**src/rtl/adc_stream_pkg.sv**
```systemverilog
// Shared types and defaults for the ADC stream ingest blocks.
package adc_stream_pkg;

    localparam int unsigned DATA_W_DEF = 16;
    localparam int unsigned CNT_W_DEF  = 32;

    typedef enum logic [1:0] {
        EMPTY = 2'd0,
        ONE   = 2'd1,
        TWO   = 2'd2
    } skid_state_e;

endpackage

```
**src/rtl/axis_skid_buf.sv**
```systemverilog
// Two-entry skid buffer between a valid/ready sink and a FIFO write port.
// ready_o is a flop; write strobe and data are combinational from the held entries.
module axis_skid_buf
    import adc_stream_pkg::*;
#(
    parameter int unsigned DATA_W = DATA_W_DEF
) (
    input  logic              clk_i,
    input  logic              rst_i,
    input  logic              enable_i,
    input  logic              valid_i,
    input  logic [DATA_W-1:0] data_i,
    input  logic              full_i,
    output logic              ready_o,
    output logic              accept_o,
    output logic              wr_en_o,
    output logic [DATA_W-1:0] wr_data_o
);

    skid_state_e       state_q, state_d;
    logic [DATA_W-1:0] ent0_q, ent0_d;
    logic [DATA_W-1:0] ent1_q, ent1_d;
    logic              ready_q, ready_d;
    logic              accept;
    logic              write;

    assign accept = valid_i & ready_q;
    assign write  = enable_i & (state_q != EMPTY) & ~full_i;

    always_ff @(posedge clk_i or posedge rst_i) begin
        if (rst_i) begin
            state_q <= EMPTY;
        end else begin
            state_q <= state_d;
        end
    end

    // Next state: a simultaneous accept and write leaves occupancy unchanged.
    always_comb begin
        state_d = state_q;
        if (!enable_i) begin
            state_d = EMPTY;
        end else begin
            case (state_q)
                EMPTY: if (accept) state_d = ONE;
                ONE: begin
                    if (accept && !write) begin
                        state_d = TWO;
                    end else if (!accept && write) begin
                        state_d = EMPTY;
                    end
                end
                TWO:     if (write) state_d = ONE;
                default: state_d = EMPTY;
            endcase
        end
    end

    always_comb begin
        accept_o  = accept;
        wr_en_o   = write;
        wr_data_o = ent0_q;
        ready_o   = ready_q;
    end

    // Entry 0 always holds the oldest beat; entry 1 only fills from ONE.
    always_comb begin
        ent0_d = ent0_q;
        ent1_d = ent1_q;
        case (state_q)
            EMPTY: if (accept) ent0_d = data_i;
            ONE: begin
                if (accept) begin
                    if (write) begin
                        ent0_d = data_i;
                    end else begin
                        ent1_d = data_i;
                    end
                end
            end
            TWO:     if (write) ent0_d = ent1_q;
            default: ent0_d = ent0_q;
        endcase
        ready_d = enable_i & (state_d != TWO);
    end

    always_ff @(posedge clk_i or posedge rst_i) begin
        if (rst_i) begin
            ent0_q  <= '0;
            ent1_q  <= '0;
            ready_q <= 1'b0;
        end else begin
            ent0_q  <= ent0_d;
            ent1_q  <= ent1_d;
            ready_q <= ready_d;
        end
    end

endmodule

```
**src/rtl/axis_stream_in.sv**
```systemverilog
// AXI-Stream style sink feeding a FIFO through a skid buffer, with an
// accepted-beat counter and a sticky handshake-violation checker.
module axis_stream_in
    import adc_stream_pkg::*;
#(
    parameter int unsigned DATA_W = DATA_W_DEF,
    parameter int unsigned CNT_W  = CNT_W_DEF
) (
    input  logic              sys_clk,
    input  logic              sys_rst,
    input  logic              enable,
    input  logic              s_valid,
    output logic              s_ready,
    input  logic [DATA_W-1:0] s_data,
    output logic              fifo_wr_en,
    output logic [DATA_W-1:0] fifo_wr_data,
    input  logic              fifo_full,
    output logic [CNT_W-1:0]  beat_cnt,
    output logic              proto_err,
    input  logic              clr
);

    logic              accept;
    logic [CNT_W-1:0]  cnt_q, cnt_d;
    logic              pend_q, pend_d;
    logic [DATA_W-1:0] prev_data_q, prev_data_d;
    logic              err_q, err_d;
    logic              violation;

    axis_skid_buf #(
        .DATA_W (DATA_W)
    ) u_skid (
        .clk_i     (sys_clk),
        .rst_i     (sys_rst),
        .enable_i  (enable),
        .valid_i   (s_valid),
        .data_i    (s_data),
        .full_i    (fifo_full),
        .ready_o   (s_ready),
        .accept_o  (accept),
        .wr_en_o   (fifo_wr_en),
        .wr_data_o (fifo_wr_data)
    );

    // A stalled beat must stay valid with stable data until it is taken.
    assign violation = pend_q & (~s_valid | (s_data != prev_data_q)) & enable;

    always_comb begin
        cnt_d       = cnt_q;
        err_d       = err_q;
        pend_d      = s_valid & ~s_ready;
        prev_data_d = s_data;
        if (clr) begin
            cnt_d = '0;
            err_d = 1'b0;
        end else begin
            if (accept) begin
                cnt_d = cnt_q + CNT_W'(1);
            end
            if (violation) begin
                err_d = 1'b1;
            end
        end
    end

    always_ff @(posedge sys_clk or posedge sys_rst) begin
        if (sys_rst) begin
            cnt_q       <= '0;
            err_q       <= 1'b0;
            pend_q      <= 1'b0;
            prev_data_q <= '0;
        end else begin
            cnt_q       <= cnt_d;
            err_q       <= err_d;
            pend_q      <= pend_d;
            prev_data_q <= prev_data_d;
        end
    end

    assign beat_cnt  = cnt_q;
    assign proto_err = err_q;

endmodule

```
**config.mk**
```make
export PLATFORM = sky130hd
export DESIGN_NAME = axis_stream_in
export DESIGN_NICKNAME = d
export VERILOG_FILES = /design/src/rtl/adc_stream_pkg.sv /design/src/rtl/axis_skid_buf.sv /design/src/rtl/axis_stream_in.sv
export SDC_FILE = /design/constraint.sdc
export NUM_CORES = 1
export LEC_CHECK = 0
export BUFFER_PORTS_ARGS = -buffer_cell sky130_fd_sc_hd__buf_4
export CORE_MARGIN = 3
export CORE_UTILIZATION = 60
export CTS_CLUSTER_DIAMETER = 60
export DETAILED_ROUTE_END_ITERATION = 7
export GPL_TIMING_DRIVEN = 0
export PLACE_DENSITY = 0.91
export SYNTH_ARGS = -nofsm -noshare
export SYNTH_HDL_FRONTEND = slang
export SYNTH_SLANG_ARGS = --single-unit
```
**constraint.sdc**
```tcl
create_clock -name sys_clk -period 6.4 [get_ports sys_clk]
set_input_delay 0.64 -clock sys_clk [delete_from_list [all_inputs] [get_ports sys_clk]]
set_output_delay 0.64 -clock sys_clk [all_outputs]
set_load 0.02 [all_outputs]
```
==> results.tsv <==
metric	value	unit
outcome	finished, final reports clean	
p_int	873	uW
postSynthNetCount	395	
worst_r2r_endpoint	beat_cnt[23]$_DFFE_PP0P_	
power.share.sequential	0.523	
largest_net_degree_at_the_start_of_global_routing	51	
drtAntennaViolNets	0	
rrSetupSlack	4.39	ns
syn_area_per_cell	10.8	um^2
post_synthesis_register_bit_count	85	
power.static_leakage	0.00222	uW
postRouteWirelength	9030	um
post_cts_buffers	0	
vias	3180	
post_synth_xor_area_fraction	0.0588	
post_synthesis_instance_area	4020	um^2
die_w	87.8	um
finalWorstPathRequiredPeriod	2.01	ns
cpPeakStageDelay	0.41	ns
cts.clk_slew.worst_paths	0.09	ns
combinationalPowerShare	0.157	
cts.htree.levels	3	
regArea	2130	um^2
post_cts.resized_instances	0	
cts_tree	built	
gr-usage-all-layers	0.252	
synth-async-reset-ratio	1.00	
area_delta_synth_final	21.5	%
worst_slew_margin_rel	0.662	
hp-class	input pin to asynchronous set/reset pin	
antenna_found_initial	0	
post_drt_wl_per_cell	16.8	um
cp_required	6.65	ns
edff_count_synth	0	
ys_types	42	
cts_buffers	9	
finish.instance_area	4880	um^2
core-area	6420	um^2
setup.worst_path.end_class	flop	
final_cell_mix	85 x dfrtp_1, 73 x buf_4, 63 x nand2_1	
detailedPlacementHpwl	6370	um
drt-initial-drc-count	138	
ctsRootBufferMaster	clkbuf_8	
worstSkewPairLatency	0.36	ns
seq_total_area_yosys	0.529	
launch_point_of_the_worst_reg_to_reg_path	beat_cnt[0]$_DFFE_PP0P_	
p_per_area	246	nW/um^2
cts_hold_buffers	0	
placement.cell_area	4690	um^2
ff2ff_path_depth	6	
setup-tns-final	0	ns
drt-pass1-iter-count	7	
initial_core_util	0.626	
vias_per_cell	5.92	
critPathKind	flop to flop	
io-pin-count	73	
fillers	442	
synth-compound-area-share	0.0641	
worstSetupStartpointType	flop	
floorplan.die.height	87.8	um
worst_ep_arrival	2.26	ns
finalSetupViolations	0	
post_synth_mux_area_share	0.101	
finalClockSkew	0.00837	ns
drc	0	
worstPathCellList	and2_1 -> clkbuf_1 -> nand3_2 -> buf_2 -> nor4_1 -> mux2_2	
number_of_global_route_vias_before_repair	3091	
post_syn_instances	372	
final_net_count	479	
path_max_fanout	10	
yosysWarnings	0	
final_layout_size_suffix_gt1_frac	0.315	
num_antenna_cells	0	
final-hold-violation-count	0	
final.hold.worst_slack	0.302	ns
buffer_ports.inserted	72	
postSynth.topFlopCell	dfrtp_1	
mostFrequentLayoutCell	dfrtp_1	
worst_setup_path_startpoint	beat_cnt[0]$_DFFE_PP0P_	
overflow_left_after_global_routing	0	
switching_power	329	uW
floorplan.die_area	7720	um^2
routabilityCongestion	0.888	
synth_top_family_by_area	simple AND/OR/NAND/NOR gates	
sinks_on_clock_net	85	
maxCapViolations	0	
row_count	29	
setup_repair_after_global_routing_missed_its_margin	false	
post_synth_and_or_nand_nor_area_fraction	0.212	
clkPwrFrac	0.320	
grt_pass1_wl	14800	um
timing.final.max_slew_violations	0	
power.share.switching	0.273	
cts_max_path_buffers	2	
vdd_drop_max	0.000239	V
fmaxAchievable	497	MHz
multi_input_area	1770	um^2
finalCritPeriodShare	0.315	
final_util	0.760	
max_slew.worst_pin.slew	0.507	ns
slowest_stage	dfrtp_1	
post_synth_adder_cell_area	0.00311	
-- synthesized netlist by cell type, drive strengths merged, types with 3 or more instances --
cell,instances,share of area
a21oi,20,0.025
and2,8,0.014
and3,3,0.0050
and4,7,0.016
buf,11,0.020
clkbuf,7,0.0065
dfrtp,85,0.53
inv,5,0.0047
mux2,36,0.10
nand2,63,0.059
nand3,12,0.016
nand4,15,0.031
nor2,15,0.015
nor2b,8,0.012
nor4,5,0.0078
o21ai,6,0.0075
o31ai,12,0.022
or3,5,0.0078
or4,12,0.022
xnor2,16,0.035
xor2,11,0.024
-- stage by stage --
stage | instances | power, uW | setup slack [ns]
final | 537 | 1200 | 4.39
after global routing | 537 | 1260 | 4.27
after CTS | 537 | 1210 | 4.40
after detailed placement | 522 | 829 | 4.19
after global placement | 521 | 815 | 2.65
after floorplan | 372 | 747 | 3.57
-- routing by layer --
layer,vias up,global-route usage,part of all wire
li1,1480,-,-
met4,0,0.105,0.018
met5,-,0,0
met3,21,0.0668,0.077
met2,134,0.404,0.50
met1,1545,0.327,0.40
-- state kept, by name (all words and copies together), names as in the netlist --
signal	flops
beat_cnt	32
prev_data_q	16
u_skid.ent1_q	16
u_skid.wr_data_o	16
u_skid.state_q	2
pend_q	1
proto_err	1
u_skid.ready_o	1
-- power groups by stage --
| stage | clock network (uW) | registers [uW] | logic, uW |
|---|---|---|---|
| after CTS | 389 | 629 | 192 |
| final | 385 | 629 | 188 |
| after detailed placement | 0 | 638 | 190 |
| after global placement | 0 | 634 | 181 |
| after global routing | 415 | 636 | 204 |
| after floorplan | 0 | 660 | 87.6 |
-- kinds of logic (layout without fill, tap and decap cells) --
group | count (synthesis) | in the layout
compound gates | 43 | 43
flops | 85 | 85
xor+xnor | 27 | 27
simple gates | 157 | 157
fa+ha+maj | 1 | 1
mux | 36 | 36
buf+inv | 23 | 111
-- critical path: cells and delay by family (launching register included) --
| kind | cells | cell delay, ns |
|---|---|---|
| flops | 1 | 0.41 |
| mux | 1 | 0.38 |
| simple gates | 3 | 0.60 |
| buf+inv | 2 | 0.51 |
-- worst max path at each step --
stage	depth (start not counted)	slack, ns	to
6_report	6	4.39	beat_cnt[23]$_DFFE_PP0P_
5_1_grt	6	4.27	beat_cnt[23]$_DFFE_PP0P_
4_1_cts	6	4.40	beat_cnt[23]$_DFFE_PP0P_
3_5_place_dp	6	4.19	u_skid.ent1_q[0]$_DFFE_PP0P_
3_3_place_gp	2	2.65	u_skid.wr_data_o[14]$_DFFE_PP0P_
2_1_floorplan	1	3.57	beat_cnt[0]$_DFFE_PP0P_
-- cell type report --
cell class,instances,area share
buffer,18,0.0220
clock buffer,9,0.0254
clock inverter,6,0.0146
inverter,5,0.00436
multi-input combinational,264,0.362
sequential,85,0.436
tap,77,0.0197
timing repair buffer,73,0.116
(Power assumes the default switching activity.)
